$ cat src/rtl/ex_mdu.sv
// rtl/ex_mdu.sv - multiply/divide unit with architectural HI/LO and a GPR product port
// Multi-cycle multiply (fixed latency) and restoring divide retiring DIV_RADIX_LOG2 quotient bits per cycle.
module ex_mdu #(
    parameter int WIDTH          = 32,
    parameter int MUL_CYCLES     = 3,
    parameter int DIV_RADIX_LOG2 = 1
) (
    input  logic             Clk,
    input  logic             reset,
    input  logic             flush,
    input  logic             in_valid,
    output logic             in_ready,
    input  logic [3:0]       op,
    input  logic [WIDTH-1:0] src_a,
    input  logic [WIDTH-1:0] src_b,
    output logic [WIDTH-1:0] hi,
    output logic [WIDTH-1:0] lo,
    output logic [WIDTH-1:0] gpr_result,
    output logic             done,
    output logic             busy
);
    localparam int ITERS   = WIDTH / DIV_RADIX_LOG2;
    localparam int CNT_MAX = (ITERS > MUL_CYCLES) ? ITERS : MUL_CYCLES;
    localparam int CW      = $clog2(CNT_MAX) + 1;
    localparam logic [CW-1:0] MUL_LOAD = CW'(MUL_CYCLES - 1);
    localparam logic [CW-1:0] DIV_LOAD = CW'(ITERS - 1);

    localparam logic [3:0] OP_MULT   = 4'd1;
    localparam logic [3:0] OP_MULTU  = 4'd2;
    localparam logic [3:0] OP_DIV    = 4'd3;
    localparam logic [3:0] OP_DIVU   = 4'd4;
    localparam logic [3:0] OP_MADD   = 4'd5;
    localparam logic [3:0] OP_MADDU  = 4'd6;
    localparam logic [3:0] OP_MSUB   = 4'd7;
    localparam logic [3:0] OP_MSUBU  = 4'd8;
    localparam logic [3:0] OP_MTHI   = 4'd9;
    localparam logic [3:0] OP_MTLO   = 4'd10;
    localparam logic [3:0] OP_MULGPR = 4'd11;

    typedef enum logic [1:0] {S_IDLE, S_MUL, S_DIV} state_t;

    state_t             state, state_nx;
    logic [3:0]         op_q;
    logic [WIDTH-1:0]   a_q, b_q, rem_q, quo_q;
    logic [CW-1:0]      cnt;
    logic               accept, op_is_mul, op_is_div, op_is_mt, commit;
    logic               mul_signed, div_signed;
    logic [2*WIDTH-1:0] ext_a, ext_b, prod, acc;
    logic [WIDTH-1:0]   a_mag_in, b_mag, div_q_nx, div_r_nx, quo_fix, rem_fix;
    logic [WIDTH-1:0]   r_t, q_t;
    logic [WIDTH:0]     sh;

    always_comb begin
        op_is_mul = (op == OP_MULT) || (op == OP_MULTU) || (op == OP_MADD) || (op == OP_MADDU) ||
                    (op == OP_MSUB) || (op == OP_MSUBU) || (op == OP_MULGPR);
        op_is_div = (op == OP_DIV) || (op == OP_DIVU);
        op_is_mt  = (op == OP_MTHI) || (op == OP_MTLO);
        accept    = in_valid && in_ready && !flush && (op_is_mul || op_is_div || op_is_mt);
        commit    = (state != S_IDLE) && !flush && (cnt == '0);
        a_mag_in  = (op == OP_DIV && src_a[WIDTH-1]) ? -src_a : src_a;
    end

    always_ff @(posedge Clk or posedge reset) begin
        if (reset) state <= S_IDLE;
        else       state <= state_nx;
    end

    always_comb begin
        state_nx = state;
        case (state)
            S_IDLE: begin
                if (accept && op_is_mul)      state_nx = S_MUL;
                else if (accept && op_is_div) state_nx = S_DIV;
            end
            S_MUL, S_DIV: begin
                if (flush || cnt == '0) state_nx = S_IDLE;
            end
            default: state_nx = S_IDLE;
        endcase
    end

    always_comb begin
        in_ready = (state == S_IDLE);
        busy     = (state != S_IDLE);
    end

    // Product is formed from the latched operands at the commit edge; sign-extending to 2*WIDTH
    // lets one unsigned multiplier serve both signed and unsigned forms.
    always_comb begin
        mul_signed = (op_q == OP_MULT) || (op_q == OP_MADD) || (op_q == OP_MSUB) || (op_q == OP_MULGPR);
        ext_a      = mul_signed ? {{WIDTH{a_q[WIDTH-1]}}, a_q} : {{WIDTH{1'b0}}, a_q};
        ext_b      = mul_signed ? {{WIDTH{b_q[WIDTH-1]}}, b_q} : {{WIDTH{1'b0}}, b_q};
        prod       = ext_a * ext_b;
        acc        = {hi, lo};
    end

    always_comb begin
        div_signed = (op_q == OP_DIV);
        b_mag      = (div_signed && b_q[WIDTH-1]) ? -b_q : b_q;
        r_t        = rem_q;
        q_t        = quo_q;
        sh         = '0;
        for (int i = 0; i < DIV_RADIX_LOG2; i++) begin
            sh  = {r_t, q_t[WIDTH-1]};
            q_t = {q_t[WIDTH-2:0], 1'b0};
            if (sh >= {1'b0, b_mag}) begin
                sh     = sh - {1'b0, b_mag};
                q_t[0] = 1'b1;
            end
            r_t = sh[WIDTH-1:0];
        end
        div_q_nx = q_t;
        div_r_nx = r_t;
        quo_fix  = (div_signed && (a_q[WIDTH-1] ^ b_q[WIDTH-1])) ? -div_q_nx : div_q_nx;
        rem_fix  = (div_signed && a_q[WIDTH-1]) ? -div_r_nx : div_r_nx;
    end

    always_ff @(posedge Clk or posedge reset) begin
        if (reset) begin
            hi <= '0; lo <= '0; gpr_result <= '0; done <= 1'b0;
            op_q <= '0; a_q <= '0; b_q <= '0; rem_q <= '0; quo_q <= '0; cnt <= '0;
        end else begin
            done <= commit || (accept && op_is_mt);
            if (accept) begin
                op_q  <= op;
                a_q   <= src_a;
                b_q   <= src_b;
                cnt   <= op_is_div ? DIV_LOAD : MUL_LOAD;
                rem_q <= '0;
                quo_q <= a_mag_in;
                if (op == OP_MTHI) hi <= src_a;
                if (op == OP_MTLO) lo <= src_a;
            end else if (state != S_IDLE && !flush) begin
                if (cnt != '0) cnt <= cnt - 1'b1;
                if (state == S_DIV) begin
                    rem_q <= div_r_nx;
                    quo_q <= div_q_nx;
                end
            end
            if (commit) begin
                case (op_q)
                    OP_MULT, OP_MULTU: {hi, lo} <= prod;
                    OP_MADD, OP_MADDU: {hi, lo} <= acc + prod;
                    OP_MSUB, OP_MSUBU: {hi, lo} <= acc - prod;
                    OP_MULGPR:         gpr_result <= prod[WIDTH-1:0];
                    OP_DIV, OP_DIVU: begin
                        // Zero divisor: all-ones quotient, dividend passed through as remainder.
                        if (b_q == '0) begin
                            lo <= '1;
                            hi <= a_q;
                        end else begin
                            lo <= quo_fix;
                            hi <= rem_fix;
                        end
                    end
                    default: ;
                endcase
            end
        end
    end
endmodule

$ cat config.mk
export PLATFORM = sky130hd
export DESIGN_NAME = ex_mdu
export DESIGN_NICKNAME = d
export VERILOG_FILES = /design/src/rtl/ex_mdu.sv
export SDC_FILE = /design/constraint.sdc
export NUM_CORES = 2
export LEC_CHECK = 0
export ABC_CLOCK_PERIOD_IN_PS = 13000
export BUFFER_PORTS_ARGS = -buffer_cell sky130_fd_sc_hd__buf_2
export CAP_MARGIN = 20
export CORE_MARGIN = 8
export CORE_UTILIZATION = 60
export DETAILED_ROUTE_END_ITERATION = 10
export PLACE_DENSITY = 0.77
export SYNTH_ARGS = -nofsm -noshare
export SYNTH_HDL_FRONTEND = slang
export SYNTH_SLANG_ARGS = --single-unit
$ cat constraint.sdc
create_clock -name Clk -period 13 [get_ports Clk]
set_input_delay 2.6 -clock Clk [delete_from_list [all_inputs] [get_ports Clk]]
set_output_delay 2.6 -clock Clk [all_outputs]
set_load 0.05 [all_outputs]
## Word-level counts from Yosys, hierarchy flattened

Index checks and enable logic that the tools add are counted.

| word-level totals | value |
|---|---|
| word-level logic and storage cells | 123 |
| bits in latches | 0 |
| memories kept | 0 |
| memory bits (read-only) | 0 |
| bits in writable memories | 0 |
| output and inout port bits | 99 |
| bits in registers | 237 |

| operators by class | value |
|---|---|
| mux-type cells | 32 |
| equal/unequal tests | 24 |
| add/sub/neg operators | 8 |
| magnitude comparators | 1 |
| divide/modulo/power cells | 0 |
| shifts and indexed selects | 0 |
| reduce and logical (&&, ||, !) cells | 45 |
| bitwise gates (word level) | 1 |
| multiply operators | 1 |

Operator list:

| operator | number |
|---|---|
| 2-to-1 mux 32 bit | 19 |
| case mux 32 bit (4 select lines) | 2 |
| 2-to-1 mux 64 bit | 2 |
| negation 32 bit | 4 |
| adder 64 bit | 1 |
| multiplier 64 x 64 -> 64 bit | 1 |
| subtractor 64 bit | 1 |
| greater-or-equal comparator 33 x 32 -> 1 bit | 1 |
| equality test 4 x 3 -> 1 bit, second input constant | 8 |
| logical NOT 32 bit | 1 |
| subtractor 32 bit | 1 |
| equality test 4 bit, second input constant | 6 |
| 2-to-1 mux 6 bit | 3 |
| equality test 4 x 2 -> 1 bit, second input constant | 4 |
| logical OR 1 bit | 15 |
| logical AND 1 bit | 12 |
| OR reduction 2 bit | 5 |
| equality test 4 x 1 -> 1 bit, second input constant | 2 |
| AND reduction 2 bit | 4 |
| nonzero test 2 bit | 4 |
| logical NOT 6 bit | 1 |
| 2-to-1 mux 2 bit | 3 |
| nonzero test 6 bit | 1 |
| subtractor 6 x 1 -> 6 bit, second input constant | 1 |
| other kinds (10) | 10 |

## Logic depth before layout (Yosys ltp)

| depth | value |
|---|---|
| depth after elaboration | 14 |
| depth in mapped cells | 51 |
| mapped depth without buffers | 46 |

## Worst setup path before layout

OpenSTA, ideal clock, no wires.

| timing | value |
|---|---|
| path kind | register to register |
| start point | register op_q[1] |
| end point | register hi[29] |
| required time | 12.871 ns |
| data arrival time | 11.687 ns |
| path slack | 1.185 ns |
| cell stages (with the launch flop) | 49 |
| cell sequence | dfrtp_1 clkbuf_1 nor2b_1 xnor2_1 and3_1 clkbuf_1 clkbuf_1 nand2_1 fa_1 inv_1 fa_1 fa_1 inv_1 fa_1 fa_1 inv_1 fa_1 fa_1 [... 13 more ...] a21o_1 a31oi_1 o21a_1 xnor2_1 ha_1 clkbuf_1 inv_1 a21oi_1 o31ai_1 a21oi_1 o21bai_1 a21oi_1 nor2_1 a311oi_1 o21ai_0 xnor2_1 a221oi_1 a21oi_1 |

| on the way | value |
|---|---|
| longest elaborated chain between the ends | 10 |
| elaborated cells on any way between the ends | 32 |

Ends and longest elaborated chain:

| item | line | text |
|---|---|---|
| start, declared | 43 | `logic [3:0] op_q;` |
| start signal, assigned | 125 | `op_q <= op;` |
| parallel branches: the longest is 8 deep, another holds multiplier 64 x 64 -> 64 bit | - |  |
| case mux 32 bit (4 select lines) * | 141 | `case (op_q)` |
| 2-to-1 mux 32 bit * | 140 | `if (commit) begin` |
| end signal, assigned | 142 | `OP_MULT, OP_MULTU: {hi, lo} <= prod;` |
| end signal, assigned | 143 | `OP_MADD, OP_MADDU: {hi, lo} <= acc + prod;` |
| end signal, assigned | 150 | `hi <= a_q;` |
| end, declared | 16 | `output logic [WIDTH-1:0] hi,` |

Mark *: on every way between the ends.
A chain may end at the register's enable or synchronous reset.

## Worst setup path in the final report

| timing | value |
|---|---|
| start point | register a_q[26] |
| end point | register hi[30] |

| on the way | value |
|---|---|
| longest elaborated chain between the ends | 5 |
| elaborated cells on any way between the ends | 6 |

Ends and longest elaborated chain:

| item | line | text |
|---|---|---|
| start, declared | 44 | `logic [WIDTH-1:0] a_q, b_q, rem_q, quo_q;` |
| start signal, assigned | 126 | `a_q <= src_a;` |
| 2-to-1 mux 64 bit * | 91 | `ext_a = mul_signed ? {{WIDTH{a_q[WIDTH-1]}}, a_q} : {{WIDTH{1'b0}}, a_q};` |
| multiplier 64 x 64 -> 64 bit * | 93 | `prod = ext_a * ext_b;` |
| subtractor 64 bit / adder 64 bit (equally long branches) | 144, 143 |  |
| case mux 32 bit (4 select lines) * | 141 |  |
| 2-to-1 mux 32 bit * | 140 |  |
| end signal, assigned | 142 |  |
| end signal, assigned | 143 |  |
| end signal, assigned | 144 | `OP_MSUB, OP_MSUBU: {hi, lo} <= acc - prod;` |

Every way passes the cells marked *; elsewhere a longest branch is shown, timed or not.

==> impl_metrics.csv <==
group,metric,value,unit
timing,max_slew_margin,16.91,%
status,run_status,"finished, final reports clean",
route,wl_per_cell,25.73,microns
worst_setup_path,worstSetupPathType,"flop to flop",
floorplanning,ioPinCount,171,
yosys,ys_ff_latch,237,
yosys,synth_top_area_share,39.55,%
floorplanning,dieArea,131600,sq um
route,antenna_left,0,
cts,ctsLongestPathBuffers,3,
worst_setup_path,crit_family,"adder cells",
cts,clock_sinks,237,
yosys,synth_fa_ha_area_share,47.83,%
route,wirelength,257.8,mm
route,first_pass_iters,9,
global_routing,grt_antenna_before_repair,18,
layout,syn_to_final_growth,5.875,%
yosys,yosys.area.top_type,"fa_1",
timing,fmax,0.07990,GHz
global_routing,gr-usage-all-layers,39.38,%
global_routing,grt_pass1_wl,392.3,mm
yosys,synth.avg_cell_area,8.539,sq um
yosys,synth_warnings,0,
timing,worstMarginPinSlew,1.246,ns
placement,dp_hpwl,211.9,mm
global_routing,grt_pass1_vias,64139,
cts,clock_latency,0.65,ns
placement,place_area,74920,sq um
route,drc_errors,0,
route,drt_iter0_markers,6365,
run,cap_violations,0,
cts,clk_pin_slew_worst_paths,0.07,ns
worst_setup_path,slowest_delay,1.01,ns
route,num_vias,61730,
route,via_per_inst,6.160,
yosys,synth-simple-area-share,15.06,%
worst_setup_path,crit_top_cell,"fa_1",
cts,cts_inserted_buffers,37,
layout,drive_gt1_share,6.628,%
yosys,synth_top_family_by_area,"adder cells",
yosys,synth_xor_area_share,3.492,%
placement,dp_slack,0.2478,ns
timing,setup_viol_count_final,0,
timing,period_minus_slack,12.52,ns
timing,fin_crit_sh,96.27,%
layout,finalInstanceArea,76370,sq um
worst_setup_path,crit_arrival,12.98,ns
placement,finalWeightedCongestion,1.028,
timing,finalHoldViolations,0,
cts,cts_max_level,2,
yosys,synth.area.mux_share,1.197,%
timing,fin_ws,0.4849,ns
yosys,synthTopCellsByArea,"fa_1, inv_1, ha_1",
yosys,synth_edf_count,0,
timing,fin_skew,0.09476,ns
worst_setup_path,critPathLaunchType,"flop",
global_routing,grt_start_max_net_pins,133,
layout,final_util,63.83,%
worst_setup_path,cpMaxStageDelayCell,"dfrtp_1",
yosys,synth-compound-area-share,12.44,%
worst_setup_path,endpoint_kind,"flop",
yosys,synth_fp_nets,10420,
yosys,syn_area,72130,sq um
worst_hold_path,hold_path.class,"flop to flop",
worst_setup_path,cp.required,13.47,ns
layout,nets,10350,
floorplanning,rows,127,
cts,clockRootBuffer,"clkbuf_16",
yosys,ys_types,96,
yosys,seq_area_frac_synth,8.222,%
floorplanning,die_y,362.7,microns
worst_setup_path,r2r_setup_slack,0.48,ns
placement,port_buffers,170,
floorplanning,start_util,60.28,%
floorplanning,die_x,362.7,microns
yosys,synthArstFlopShare,100.0,%
floorplanning,coreArea,119700,sq um
global_routing,overflow,0,
yosys,synthFlopType,"dfrtp_1",
worst_setup_path,crit_path_max_fanout,27,
cts,cts_tree,"built",
timing,slew_violations,0,
yosys,syn_inst,8447,
timing,rsz0062_at_grt,"true",
worst_setup_path,path_buf_inv,5,
## repair_timing
action                                  4_1_cts  5_1_grt
setup buffers                                 0        0
endpoints found under the setup margin        0        9
endpoints found under the hold margin         0        0
resized for setup                             0       23
hold buffers                                  0        0
## through the flow
step                std cells  TNS [ns]  hold WS [ns]
floorplan                8447         0        0.4898
finish                  10021         0        0.4743
global placement         9946         0        0.4576
global route            10017  -0.06456        0.4949
CTS                     10013         0        0.4777
detailed placement       9947         0        0.4650
## final cells by class
cell class	instances	area, sq um
fillers	10280	43280
clock buffers	45	1006
diodes	5	12.51
repair buffers	398	2673
well taps	1612	2017
multi-input cells	5962	57890
inverters	1741	6543
flip-flops and latches	237	5947
clock inverters	21	287.8
## cells in the final DEF, fill, tap and decap left out, types with 36 or more instances in the layout
master,n
a211oi_1,55
a21o_1,90
a21oi_1,407
a221oi_1,39
a31oi_1,50
and2_1,446
buf_2,170
buf_4,219
clkbuf_16,37
dfrtp_1,224
fa_1,1425
ha_1,475
inv_1,1739
mux2i_1,78
nand2_1,1113
nand2b_1,36
nand3_1,111
nor2_1,283
nor2b_1,42
nor3_1,76
nor4_1,36
o21ai_0,273
o21bai_1,58
o31ai_1,42
xnor2_1,185
xor2_1,96
## per-layer routing
metal / track usage, % / wire (microns) / up-vias
li1: - / - / 26203
met1: 49.20 / 93110 / 31154
met2: 62.74 / 118500 / 3429
met3: 7.515 / 24720 / 920
met4: 25.47 / 21200 / 24
met5: 0.3698 / 246 / -
## worst paths after layout
| check | from | end | cells after the start |
|---|---|---|---|
| setup / recovery | a_q[26] | hi[30] | 35 |
| hold / removal | gpr_result[22] | gpr_result[22] | 2 |
| setup reg to reg | a_q[26] | hi[30] | 35 |
| hold reg to reg | gpr_result[22] | gpr_result[22] | 2 |
| max in group asynchronous | reset | b_q[1] | 3 |
| min in group asynchronous | reset | hi[27] | 2 |
## state kept, by name, summed over array words and instances (netlist names)
name        count
rem_q          32
gpr_result     32
lo             32
done            1
hi             32
quo_q          32
cnt             6
b_q            32
a_q            32
op_q            4
state           2
## worst register-to-register path, delay by kind of cell (launching register included)
family	cells	cell delay, ns
simple gates	3	0.40
compound gates	13	3.76
flops	1	1.01
buf+inv	5	0.85
fa+ha+maj	12	5.71
xor+xnor	2	0.63
## cells by family after synthesis
logic type,after synthesis
AOI/OAI and AO/OA,1378
xor gates and xnor gates,286
adders and majority gates,1903
buffers and inverters,2248
DFF,237
muxes,85
and+or+nand+nor,2310
## cell usage after synthesis, drive strengths merged (18+ instances only)
cell        n
o21ai     286
o221ai     18
and2      447
or3        29
dfrtp     237
o22ai      27
o211ai     29
xor2       97
a22oi      24
inv      1741
nor4       37
xnor2     188
nor2b      42
clkbuf    440
ha        476
nand2    1114
a221oi     39
nand2b     36
nor2      285
nand4      36
nand3     111
a21o       92
a21oi     409
o31a       20
a31oi      54
o21a       31
mux2i      78
and3       22
o21bai     58
nor3       76
fa       1425
a2111oi    27
o31ai      43
a221o      22
a211oi     57
buf        67
Power is left out: the tool's default activity adds up to more than one toggle a clock period on the data nets, which glitch-free logic cannot reach.
